## src/rtl/bin_to_bcd_seq.sv

```systemverilog
// Sequential binary-to-BCD converter (shift-and-add-3, one bit per clock).
// A start pulse in IDLE captures bin_in. WIDTH cycles later a one-cycle done
// pulse marks fresh bcd_out/overflow values. Outputs hold between conversions.
module bin_to_bcd_seq #(
  parameter int WIDTH  = 8,
  parameter int DIGITS = 3
) (
  input  logic                  clk,
  input  logic                  reset,
  input  logic                  start,
  input  logic [WIDTH-1:0]      bin_in,
  output logic                  busy,
  output logic                  done,
  output logic [4*DIGITS-1:0]   bcd_out,
  output logic                  overflow
);

  localparam int BCD_W = 4 * DIGITS;
  localparam int CNT_W = $clog2(WIDTH + 1);

  typedef enum logic {
    IDLE    = 1'b0,
    CONVERT = 1'b1
  } state_t;

  state_t             r_state;
  state_t             w_state_nxt;
  logic [WIDTH-1:0]   r_bin_sr;
  logic [WIDTH-1:0]   w_bin_sr_nxt;
  logic [BCD_W-1:0]   r_scr;
  logic [BCD_W-1:0]   w_scr_nxt;
  logic [CNT_W-1:0]   r_cnt;
  logic [CNT_W-1:0]   w_cnt_nxt;
  logic               r_ovf_acc;
  logic               w_ovf_acc_nxt;
  logic [BCD_W-1:0]   r_bcd_out;
  logic [BCD_W-1:0]   w_bcd_out_nxt;
  logic               r_overflow;
  logic               w_overflow_nxt;
  logic               r_done;
  logic               w_done_nxt;

  logic [BCD_W-1:0]   w_scr_adj;
  logic [BCD_W-1:0]   w_scr_shift;
  logic               w_ovf_bit;

  // One double-dabble step: add 3 to every digit >= 5, then shift one bit in.
  always_comb begin
    // NOTE: give every combinational output a default first so no path
    // leaves it unassigned, which would infer a latch.
    w_scr_adj = r_scr;
    for (int d = 0; d < DIGITS; d++) begin
      if (r_scr[4*d +: 4] >= 4'd5) begin
        w_scr_adj[4*d +: 4] = r_scr[4*d +: 4] + 4'd3;
      end
    end
    // The bit leaving the top digit means the value needs more digits than we have.
    {w_ovf_bit, w_scr_shift} = {w_scr_adj, r_bin_sr[WIDTH-1]};
  end

  // Next-state and next-register logic for the IDLE/CONVERT controller.
  always_comb begin
    w_state_nxt    = r_state;
    w_bin_sr_nxt   = r_bin_sr;
    w_scr_nxt      = r_scr;
    w_cnt_nxt      = r_cnt;
    w_ovf_acc_nxt  = r_ovf_acc;
    w_bcd_out_nxt  = r_bcd_out;
    w_overflow_nxt = r_overflow;
    w_done_nxt     = 1'b0;

    unique case (r_state)
      IDLE: begin
        if (start) begin
          w_bin_sr_nxt  = bin_in;
          w_scr_nxt     = '0;
          w_ovf_acc_nxt = 1'b0;
          w_cnt_nxt     = CNT_W'(WIDTH);
          w_state_nxt   = CONVERT;
        end
      end
      CONVERT: begin
        w_bin_sr_nxt  = r_bin_sr << 1;
        w_scr_nxt     = w_scr_shift;
        w_ovf_acc_nxt = r_ovf_acc | w_ovf_bit;
        w_cnt_nxt     = r_cnt - CNT_W'(1);
        // Last bit: publish the result directly from this step's shifted value.
        if (r_cnt == CNT_W'(1)) begin
          w_bcd_out_nxt  = w_scr_shift;
          w_overflow_nxt = r_ovf_acc | w_ovf_bit;
          w_done_nxt     = 1'b1;
          w_state_nxt    = IDLE;
        end
      end
      default: w_state_nxt = IDLE;
    endcase
  end

  // State register with synchronous reset that aborts any conversion in flight.
  always_ff @(posedge clk) begin
    // NOTE: sequential state uses non-blocking assignments so every register
    // samples the pre-edge values regardless of statement order.
    if (reset) begin
      r_state    <= IDLE;
      r_bin_sr   <= '0;
      r_scr      <= '0;
      r_cnt      <= '0;
      r_ovf_acc  <= 1'b0;
      r_bcd_out  <= '0;
      r_overflow <= 1'b0;
      r_done     <= 1'b0;
    end else begin
      r_state    <= w_state_nxt;
      r_bin_sr   <= w_bin_sr_nxt;
      r_scr      <= w_scr_nxt;
      r_cnt      <= w_cnt_nxt;
      r_ovf_acc  <= w_ovf_acc_nxt;
      r_bcd_out  <= w_bcd_out_nxt;
      r_overflow <= w_overflow_nxt;
      r_done     <= w_done_nxt;
    end
  end

  assign busy     = (r_state == CONVERT);
  assign done     = r_done;
  assign bcd_out  = r_bcd_out;
  assign overflow = r_overflow;

endmodule

```

## config.mk

```make
export PLATFORM = sky130hd
export DESIGN_NAME = bin_to_bcd_seq
export DESIGN_NICKNAME = d
export VERILOG_FILES = /design/src/rtl/bin_to_bcd_seq.sv
export SDC_FILE = /design/constraint.sdc
export NUM_CORES = 1
export LEC_CHECK = 0
export BUFFER_PORTS_ARGS = -buffer_cell sky130_fd_sc_hd__buf_2
export CELL_PAD_IN_SITES_DETAIL_PLACEMENT = 0
export CELL_PAD_IN_SITES_GLOBAL_PLACEMENT = 2
export CORE_AREA = 2 2 58 100
export CTS_CLUSTER_SIZE = 16
export DETAILED_ROUTE_END_ITERATION = 6
export DIE_AREA = 0 0 60 102
export HOLD_SLACK_MARGIN = 0.03
export PLACE_DENSITY_LB_ADDON = 0.1
export SYNTH_ARGS = -nofsm -noshare
export SYNTH_HDL_FRONTEND = slang
export SYNTH_SLANG_ARGS = --single-unit
```

## constraint.sdc

```tcl
create_clock -name clk -period 3.44 [get_ports clk]
set_input_delay 0.688 -clock clk [delete_from_list [all_inputs] [get_ports clk]]
set_output_delay 0.688 -clock clk [all_outputs]
set_load 0.005 [all_outputs]
```

* Yosys cells after proc, flatten, opt, wreduce, memory -nomap -nowiden
Cells that the tools add are included. Widths: inputs -> output; s select.
Storage, ports and cells: output and inout port bits 15, register bits 40, bits of input ports 11, logic and storage cells 36
Operators by class: reductions and logical operators 2, order comparisons 3, add/subtract/negate cells 4, equal/unequal tests 2, mux-type cells 15, bitwise operators 2
Operators with widths (number):
- $pmux 12 s2 | 1
- $mux 4 | 4
- $pmux 8 s2 | 1
- $add 4x2->4 const B | 3
- $ge 4x3->1 const B | 3
- $mux 12 | 1
- $mux 8 | 1
- $pmux 4 s2 | 1
- $eq 4x1->1 const B | 1
- $mux 1 | 4
- $pmux 1 s2 | 2
- $sub 4x1->4 const B | 1
- $ne 2x2->1 const B | 1
- $reduce_and 2->1 | 1
- $reduce_or 2->1 | 1
- $not 1->1 | 1
- $or 1x1->1 | 1

* Longest topological paths before layout
Gate-level depths: netlist (run 1).
depth after elaboration 4, gate-level depth with buffers 8, gate-level depth less buffers 7

* Worst setup path before layout (run 1)
No wires, ideal clock.
kind input -> register, from in start, to reg r_bin_sr[1], stages on the path 5, setup slack 2.011 ns, setup time 0.128 ns, arrival time 1.302 ns, buffers on the path 1, path through buf_2 > mux2i_1 > nor2_1 > a21oi_1 > nor2_1
Between the ends: cells in the longest elaborated chain, start to end 1
RTL lines:
- from (decl) | RTL line 10 | input logic start,
- $ne 2x2->1 (no line)
- to (signal assigned) | RTL line 114 | r_bin_sr <= w_bin_sr_nxt;
- to (decl) | RTL line 28 | logic [WIDTH-1:0] r_bin_sr;
No other way between the ends. A chain may end at the register's enable or synchronous reset.

* Worst setup path after layout (run 1)
from reg r_state (netlist: busy), to out busy
RTL lines:
- from (decl) | RTL line 26 | state_t r_state;
- from (signal assigned) | RTL line 113 | r_state <= w_state_nxt;
- to (decl) | RTL line 12 | output logic busy,
No word-level cell between the ends.

==> results of run 1 <==
## Yosys cell counts (all sizes together)
master   number
dfxtp        40
a32o          3
mux2          2
nor2         24
nand2         1
nand3         8
mux2i        10
buf           7
a22o          4
xnor2         3
inv          11
a21oi        19
clkbuf        2
nor3          8
o22ai         1
a21o          2
a31oi         1
nand2b        5
nor3b         6
o21ai        13
o2bb2ai       9
a211oi        1
a311oi        1
ha            8
o21ba         1
nand3b        1
## sequential cells by signal, indices dropped and copies added, names as in the netlist
signal / count
r_scr: 12
overflow: 1
busy: 1
r_ovf_acc: 1
done: 1
bcd_out: 12
r_cnt: 4
r_bin_sr: 8
## how the worst min path moves through the flow
stage                                   from                  endpoint  slack (ps)
floorplan           r_bin_sr[0]$_SDFFE_PP0P_  r_bin_sr[1]$_SDFFE_PP0P_         450
global placement     bcd_out[3]$_SDFFE_PP0P_   bcd_out[3]$_SDFFE_PP0P_         440
detailed placement   bcd_out[9]$_SDFFE_PP0P_   bcd_out[9]$_SDFFE_PP0P_         450
CTS                  bcd_out[9]$_SDFFE_PP0P_   bcd_out[9]$_SDFFE_PP0P_         470
global route         bcd_out[6]$_SDFFE_PP0P_   bcd_out[6]$_SDFFE_PP0P_         480
finish               bcd_out[9]$_SDFFE_PP0P_   bcd_out[9]$_SDFFE_PP0P_         460
## worst reg2reg max path, cell delays in order (launching register included)
cell	delay, ps
dfxtp_1	940
inv_1	490
o21ba_2	330
nor2_1	80
a311oi_1	50
## cell type report
type                       instances  area [sq um]  area share, %
multi-input combinational        131         898.4          43.86
sequential                        40         800.8          39.10
timing repair buffer              25         125.1          6.109
tap                               74         92.59          4.520
clock buffer                       8         90.09          4.398
inverter                          11         41.29          2.016
## metal layers
layer / track usage, % / part of all wire (%)
met2: 24.08 / 52
met1: 15.70 / 43
met5: 0 / 0
met4: 6.154 / 2.0
met3: 2.658 / 2.3
## per-stage QoR
| step | total power (uW) | hold WS (ps) |
|---|---|---|
| after floorplan | 548.0 | 453.7 |
| after global placement | 564.4 | 440.7 |
| after detailed placement | 565.3 | 446.0 |
| after CTS | 895.7 | 468.1 |
| after global routing | 922.7 | 484.3 |
| final | 873.0 | 460.5 |
## report_power, final
group          internal, uW  switching [uW]
clock                   164             157
sequential              474            15.4
combinational          25.5            37.5
total                   663             210
## cell families (layout without fill, tap and decap cells)
kind of cell,Yosys count,in the layout,synth area share [%]
muxes,12,12,7.033
and+or+nand+nor,53,53,15.25
buffers and inverters,20,44,5.432
adders and majority gates,8,8,5.571
DFF,40,40,44.57
AOI/OAI and AO/OA,55,55,20.68
xor gates and xnor gates,3,3,1.463
==> qor.txt, run 1 <==
Share of layout cells above drive strength 1 = 19.07%
FF-to-FF path depth = 4
Pin count of the biggest net entering global routing = 30
Syn_area_per_cell = 9.407 sq um
Vias in the first global route = 1401
CTS Root Cell = clkbuf_8
Synth cell types = 37
RSZ-0062 raised after global routing = no
HPWL after DPL = 2712 um
Max-slew headroom = 37.62%
Crit share post-route = 62.88%
Total setup buffers inserted after CTS = 0
Pre-CTS WS = 1330 ps
Max Fclk = 462.3 MHz
WS Path Type = flip-flop to primary output
Clock Path Buffers = 2
RePlAce Congestion = 0.6956
Reg-to-reg slack, setup = 1400 ps
Synth top area cells = dfxtp_1 45%, ha_1 5.6%, mux2i_1 5.6%, a21oi_1 5.0%, nor2_1 4.8%
Die ar. = 6120 sq um
Vias = 1405
Fill count = 531
Worst path cell trace = buf_2
CTS tree = done
Placed cells = 281
Slew Viols, Final = 0
GR Overflow Total = 0
Htree depth = 2
Via-to-Cell Ratio = 4.862
Startpoint Class = flip-flop
Post-Route Utilization = 38.65%
Antenna violations before repair = 0
Worst hold path type = flip-flop to flip-flop
Max Cap Viol = 0
Worst Skew = 2.123 ps
RR Startpoint = busy$_SDFF_PP0_
Hold depth = 1
Commonest non-fill, non-tap cell in the layout = dfxtp_1
Nets = 233
Antenna diodes = 0
Critical Path End Type = primary output
Synthesized flop and latch total = 40
Worst path buffer plus inverter count = 1
TritonRoute pass-1 iters = 4
WL/cell = 12.94 um
Synth top area share = 44.57%
DP Area = 1958 sq um
# rows = 35
GRT Overall Usage = 13.78%
Die H = 102 um
Die X = 60 um
Setup TNS = 0 ps
Drt drc = 0
Post-synthesis sequential area ratio = 44.57%
Io pins = 26
RR Endpoint = r_cnt[3]$_SDFFE_PP0P_
CP max stage cell = dfxtp_1
Final std cells w/o fill = 289
Final ANT Viol Nets = 0
Fin. Hold Viols = 0
Synthesized cell area = 1797 sq um
Final setup violation count = 0
Core area = 5299 sq um
PwrDens = 426.2 nW/um^2
Count of buffers from port buffering = 25
Detailed Route Iter0 Violations = 36
Area grow syn2layout = 14.00%
Routed WL = 3741 um
Most frequent cells in the layout = 40 x dfxtp_1, 25 x buf_2, 23 x nor2_1
Clk_lat worst skew = 290 ps
Worst-margin pin slew = 934.5 ps
First-pass GRT wire length = 6389 um
Outcome = finished clean
Post-CTS Resized = 0
Slowest cell delay on critical path = 940 ps
Maximum net fanout on the critical path = 29
Post-route cell area = 2048 sq um
Clk pin slew, worst setup/hold paths = 70 ps
Area leader, netlist = dfxtp_1
Max rail drop VDD = 0.2910 mV
CP startpoint = busy$_SDFF_PP0_
Static leakage = 0.0008107 uW
Levels on crit path = 1
Final min period = 2163 ps
YS warnings = 0
Crit path DAT = 1480 ps
Post-CTS Hold Fix Bufs = 0
Clk sinks = 40
Cts bufs inserted = 5
Critical path's top delay family = flip-flops
Cell count after synthesis = 191
CP required = 2750 ps
Final worst setup slack = 1277 ps
Syn nets = 210
CP Capture Point = busy
Starting Density = 33.91%
Note: power is estimated with default switching activity, not from simulation.
==> run 2, diff against run 1 <==
Settings changed: ABC_AREA set to 1, CORE_AREA 2 2 58 100 to 2 2 62 108, DIE_AREA 0 0 60 102 to 0 0 64 110.
Clock period 3.44 ns to 2.2 ns, I/O delays scaled along.
==> run 2 against run 1 <==
- total power grew 61%
- sequential cell count is the same
- sequential power rose by 54%
- cell count up 28%
- largest power group unchanged
- clock-buffer cell count down 1
- hold slack lost 38 ps
- largest cell class unchanged
- sequential share of layout area shrank 1.9 points
- non-clock buffer count grew 3
- area after synthesis is 4.4% higher
- routed wire length is 28% higher
- setup slack got worse by 730 ps
==> qor.txt, run 2 <==
Outcome = finished clean
Syn_area_per_cell = 7.078 sq um (-25%)
Commonest cells in the netlist = 77 x nand2_1, 40 x dfxtp_1, 38 x inv_1, 33 x nand3_1, 17 x a21oi_1
Clk sinks = 40 (unchanged)
Vias = 1692 (+20%)
PwrDens = 653.3 nW/um^2 (+53%)
GR Overflow Total = 0 (unchanged)
Synth top area cells = dfxtp_1 43%, nand2_1 15%, nand3_1 8.8%, inv_1 7.6%, ha_1 5.3%
Cts bufs inserted = 5 (unchanged)
Antenna diodes = 0 (unchanged)
Count of buffers from port buffering = 25 (unchanged)
# rows = 38 (+8.6%)
Final min period = 1657 ps
Synth cell types = 25 (-32%)
Area grow syn2layout = 14.68%
Fill count = 706 (+33%)
Final worst setup slack = 543.3 ps (-733.5 ps)
Synthesized cell area = 1876 sq um (+4.4%)
Slowest cell delay on critical path = 610 ps (-330 ps)
Register share of total power = 53.9% (-2.2 points)
Max rail drop VDD = 0.2758 mV (-5.2%)
Max-slew headroom = 56.44% (+19 points)
Nets = 309 (+33%)
Via-to-Cell Ratio = 4.573 (-5.9%)
Fin. Hold Viols = 0 (unchanged)
Share of layout cells above drive strength 1 = 13.79% (-5.3 points)
Grt met3 use = 2.741% (+0.083 points)
Clock Path Buffers = 2 (unchanged)
Tot Pwr = 1405 uW (+61%)
Post-synthesis sequential area ratio = 42.70% (-1.9 points)
Synthesized flop and latch total = 40 (unchanged)
Die H = 110 um (+7.8%)
Static leakage = 0.001037 uW (+28%)
Die ar. = 7040 sq um (+15%)
Crit share post-route = 75.30%
Post-synth EDFFs = 0 (unchanged)
Final ANT Viol Nets = 0 (unchanged)
Final setup violation count = 0 (unchanged)
Slew Viols, Final = 0 (unchanged)
Worst path buffer plus inverter count = 1 (unchanged)
Max Fclk = 603.6 MHz
Placed cells = 363 (+29%)
Vias in the first global route = 1754 (+25%)
Crit path DAT = 1880 ps (+400 ps)
Post-CTS Resized = 0 (unchanged)
Core area = 6133 sq um (+16%)
CTS tree = done
Syn nets = 284 (+35%)
Startpoint Class = flip-flop
Post-route cell area = 2151 sq um (+5.0%)
Final std cells w/o fill = 370 (+28%)
Critical path's top delay family = simple AND/OR/NAND/NOR gates
Antenna violations before repair = 0 (unchanged)
Drt drc = 0 (unchanged)
Htree depth = 2 (unchanged)
DP Area = 2054 sq um (+4.9%)
CP max stage cell = dfxtp_1
TritonRoute pass-1 iters = 4 (unchanged)
Pre-CTS WS = 487.3 ps (-842.9 ps)
Maximum net fanout on the critical path = 13 (-55%)
Clk_lat worst skew = 290 ps (about the same)
Worst hold path type = input port to flip-flop
YS warnings = 0 (unchanged)
HPWL after DPL = 3555 um (+31%)
Setup TNS = 0 ps (unchanged)
Commonest non-fill, non-tap cell in the layout = nand2_1
GRT Overall Usage = 15.53% (+1.8 points)
RSZ-0062 raised after global routing = no
Most frequent cell after synthesis = nand2_1
Gr busiest metal = met2
Cell count after synthesis = 265 (+39%)
GR met2 Demand/Resource = 30.36% (+6.3 points)
CP required = 2430 ps (-320 ps)
Detailed Route Iter0 Violations = 75 (+110%)
Starting Density = 30.58% (-3.3 points)
Max Cap Viol = 0 (unchanged)
Worst path cell trace = nand4_1, nor2_2, inv_1, o21ai_0
Synth top area share = 42.70% (-1.9 points)
WS Path Type = flip-flop to flip-flop
Worst Skew = 11.52 ps (+9.397 ps)
Combinational share of power = 8.2% (+1.0 points)
Internal power = 1060 uW (+60%)
Top FF cell, synth = dfxtp_1
Area leader, netlist = dfxtp_1
Die X = 64 um (+6.7%)
Net Sw Frac = 24.53% (+0.52 points)
Critical Path End Type = flip-flop
GR Util met1 = 16.28% (+0.57 points)
WL/cell = 12.91 um (-0.26%)
Async set or reset register ratio after synthesis = 0% (unchanged)
Clock Power Share = 38.0% (+1.3 points)
First-pass GRT wire length = 8328 um (+30%)
Io pins = 26 (unchanged)
Pin count of the biggest net entering global routing = 19 (-37%)
Worst-margin pin slew = 652.6 ps (-281.8 ps)
CTS Root Cell = clkbuf_8
Clk pin slew, worst setup/hold paths = 80 ps (about the same)
RePlAce Congestion = 0.7479 (+7.5%)
Psw = 344.7 uW (+64%)
Most frequent cells in the layout = 77 x nand2_1, 40 x dfxtp_1, 38 x inv_1
Post-CTS Hold Fix Bufs = 0 (unchanged)
Routed WL = 4777 um (+28%)
Total setup buffers inserted after CTS = 0 (unchanged)
## run 2: worst reg2reg max path: stages, from the launching register on
cell and delay [ps]:
dfxtp_1 610, nand4_1 200, nor2_2 500, inv_1 130
o21ai_0 150
## run 2: metrics by stage
stage                     hold slack [ps]  utilization, %
after detailed placement            430.0           33.50
final                               422.1           35.07
after floorplan                     412.4               -
after CTS                           413.0           35.07
after global placement              430.7           33.50
after global routing                426.0           35.07
## run 2: final cells by class
type                    instances  area, sq um  area share [%]
repair buffers                 28        147.6           6.864
multi-input cells             176        859.6           39.97
inverters                      39        146.4           6.806
clock buffers                   7        96.34           4.479
flip-flops and latches         40        800.8           37.23
well taps                      80        100.1           4.654
## run 2: layer usage
metal / wire length [um] / up-vias
met2: 2677 / 25
met4: 76 / 0
met1: 1901 / 773
met5: 0 / -
met3: 122 / 6
li1: - / 888
## run 2: kinds of logic after synthesis
group	Yosys count	share of synthesized area (%)
AOI/OAI and AO/OA	42	12.01
adders and majority gates	8	5.337
buffers and inverters	49	11.47
DFF	40	42.70
and+or+nand+nor	126	28.49
## run 2: final timing paths
path	startpoint	end	slack (ps)	depth (start not counted)
setup / recovery	busy$_SDFF_PP0_	bcd_out[11]$_SDFFE_PP0P_	540	4
hold / removal	bin_in[0]	r_bin_sr[0]$_SDFFE_PP0P_	420	3
setup reg to reg	busy$_SDFF_PP0_	bcd_out[11]$_SDFFE_PP0P_	540	4
hold reg to reg	r_cnt[2]$_SDFFE_PP0P_	r_cnt[2]$_SDFFE_PP0P_	440	1
## run 2: power groups by stage
| stage | clock network, uW | logic (uW) | registers [uW] |
|---|---|---|---|
| final | 533 | 115 | 757 |
| after global routing | 585 | 134 | 760 |
| after CTS | 555 | 120 | 758 |
| after detailed placement | 0 | 120 | 775 |
| after global placement | 0 | 121 | 774 |
| after floorplan | 0 | 86.8 | 768 |
==> run 3, diff against run 2 <==
Settings changed: CORE_AREA 2 2 62 108 to 2 2 65 114, DIE_AREA 0 0 64 110 to 0 0 67 116.
Clock period 2.2 ns to 1.4 ns, I/O delays scaled along.
==> run 3 against run 2 <==
- utilization increased by 1.0 points
- cell area increased by 14%
- combinational power rose by 97%
- first-iteration DRC count down 37%
- critical path type unchanged
- cell count increased by 6.2%
- critical endpoint is now bcd_out[8]$_SDFFE_PP0P_
- largest cell class unchanged
- sequential power rose by 57%
- sequential share of layout area down 4.4 points
==> qor.txt, run 3 (same netlist as run 2, synthesis figures left out) <==
Outcome = finished clean
Vias in the first global route = 1696 (-3.3%)
Post-Route Utilization = 36.08% (+1.0 points)
Crit path DAT = 1530 ps (-350 ps)
Final ANT Viol Nets = 0 (unchanged)
Startpoint Class = flip-flop
CP required = 1630 ps (-800 ps)
First-pass GRT wire length = 8383 um (+0.66%)
RSZ-0062 raised after global routing = yes
Clk_lat worst skew = 290 ps (about the same)
GR Overflow Total = 0 (unchanged)
Tot Pwr = 2867 uW (+100%)
Worst hold path type = input port to flip-flop
Worst-margin pin slew = 298.2 ps (-354.4 ps)
HPWL after DPL = 4117 um (+16%)
Post-CTS Hold Fix Bufs = 0 (unchanged)
# rows = 40 (+5.3%)
Drt drc = 0 (unchanged)
PwrDens = 1167 nW/um^2 (+79%)
Clock Path Buffers = 2 (unchanged)
GR met2 Demand/Resource = 28.58% (-1.8 points)
Share of layout cells above drive strength 1 = 23.95% (+10 points)
CTS Root Cell = clkbuf_16
Cts bufs inserted = 5 (unchanged)
Die X = 67 um (+4.7%)
Antenna diodes = 0 (unchanged)
Max rail drop VDD = 0.6001 mV (+120%)
Count of buffers from port buffering = 25 (unchanged)
Grt met3 use = 3.689% (+0.95 points)
Fin. Hold Viols = 0 (unchanged)
Critical Path End Type = flip-flop
Static leakage = 0.001176 uW (+13%)
Crit share post-route = 93.04% (+18 points)
Area grow syn2layout = 30.95%
RePlAce Congestion = 0.7098 (-5.1%)
Worst Skew = 5.875 ps (-5.646 ps)
Die ar. = 7772 sq um (+10%)
Detailed Route Iter0 Violations = 47 (-37%)
WS Path Type = flip-flop to flip-flop
Core area = 6807 sq um (+11%)
Routed WL = 5309 um (+11%)
Pin count of the biggest net entering global routing = 14 (-5)
Max Fclk = 767.7 MHz (+27%)
Max Cap Viol = 0 (unchanged)
Clk sinks = 40 (unchanged)
Gr busiest metal = met2
Final setup violation count = 0 (unchanged)
Setup TNS = 0 ps (unchanged)
Io pins = 26 (unchanged)
GRT Overall Usage = 15.00% (-0.53 points)
Max-slew headroom = 79.91% (+23 points)
Maximum net fanout on the critical path = 5 (-8)
WL/cell = 13.51 um (+4.6%)
GR Util met1 = 14.69% (-1.6 points)
Slew Viols, Final = 0 (unchanged)
Most frequent cells in the layout = 76 x nand2_1, 36 x inv_1, 35 x dfxtp_1
Die H = 116 um (+5.5%)
Nets = 328 (+6.1%)
TritonRoute pass-1 iters = 4 (unchanged)
Vias = 1764 (+4.3%)
Commonest non-fill, non-tap cell in the layout = nand2_1
CTS tree = done
Antenna violations before repair = 0 (unchanged)
Fill count = 794 (+12%)
Htree depth = 2 (unchanged)
Starting Density = 27.56% (-3.0 points)
Via-to-Cell Ratio = 4.489 (-1.8%)
Clk pin slew, worst setup/hold paths = 60 ps (-20 ps)
Final min period = 1303 ps (-354.2 ps)
run 3: changes by cell type in the layout (fill, tap and decap cells not counted), sizes merged:
cell    before  now
buf         28   46
clkbuf       7    6
bufinv       0    2
run 3: worst paths after layout:
check                                      startpoint                  endpoint  depth (start not counted)  slack (ps)
worst min register to register  r_cnt[2]$_SDFFE_PP0P_     r_cnt[2]$_SDFFE_PP0P_                          1         440
worst max register to register  r_cnt[1]$_SDFFE_PP0P_   bcd_out[8]$_SDFFE_PP0P_                          8         100
worst min-delay path                        bin_in[0]  r_bin_sr[0]$_SDFFE_PP0P_                          3         270
worst max-delay path            r_cnt[1]$_SDFFE_PP0P_   bcd_out[8]$_SDFFE_PP0P_                          8         100
run 3: cell type report:
type                            instances  area (sq um)  area share [%]
Clock inverter                          2         60.06           2.445
Multi-Input combinational cell        176         898.4           36.58
Clock buffer                            5         125.1           5.094
Tap cell                               84         105.1           4.279
Timing Repair Buffer                   47         314.1           12.79
Sequential cell                        40         807.0           32.86
Inverter                               39         146.4           5.960
run 3: per-layer routing:
metal | up-vias | wire, um
met5 | - | 0
met4 | 0 | 107
met3 | 6 | 157
met2 | 23 | 3078
met1 | 804 | 1966
li1 | 931 | -
run 3: what timing repair did:
item / 4_1_cts / 5_1_grt
setup buffers: 0 / 1
resized for setup: 0 / 21
hold endpoints to repair: 0 / 0
setup endpoints to repair: 0 / 19
run 3: worst max-delay path, stage by stage, from the launching register on:
cell	delay, ps
dfxtp_1	320
inv_2	70
ha_1	130
nand4_1	110
buf_4	160
nor2_4	140
buf_6	140
nand3_1	110
nand2_1	70
run 3: power breakdown:
group | internal [uW] | switching, uW | leakage [uW]
logic | 93.0 | 133 | 0.000760
clock network | 1010 | 440 | 0.0000899
registers | 1170 | 20.6 | 0.000327
total | 2270 | 594 | 0.00118
run 3: per-stage QoR:
step                      instance area, sq um  worst slack, ps  hold slack [ps]  instances
final                                     2456            97.47            270.1        393
after global routing                      2456           -53.11            282.1        393
after CTS                                 2385            25.74            268.5        391
after detailed placement                  2200            52.87            428.8        384
after global placement                    2200            45.45            426.2        384
after floorplan                           1876            212.2            412.4        265
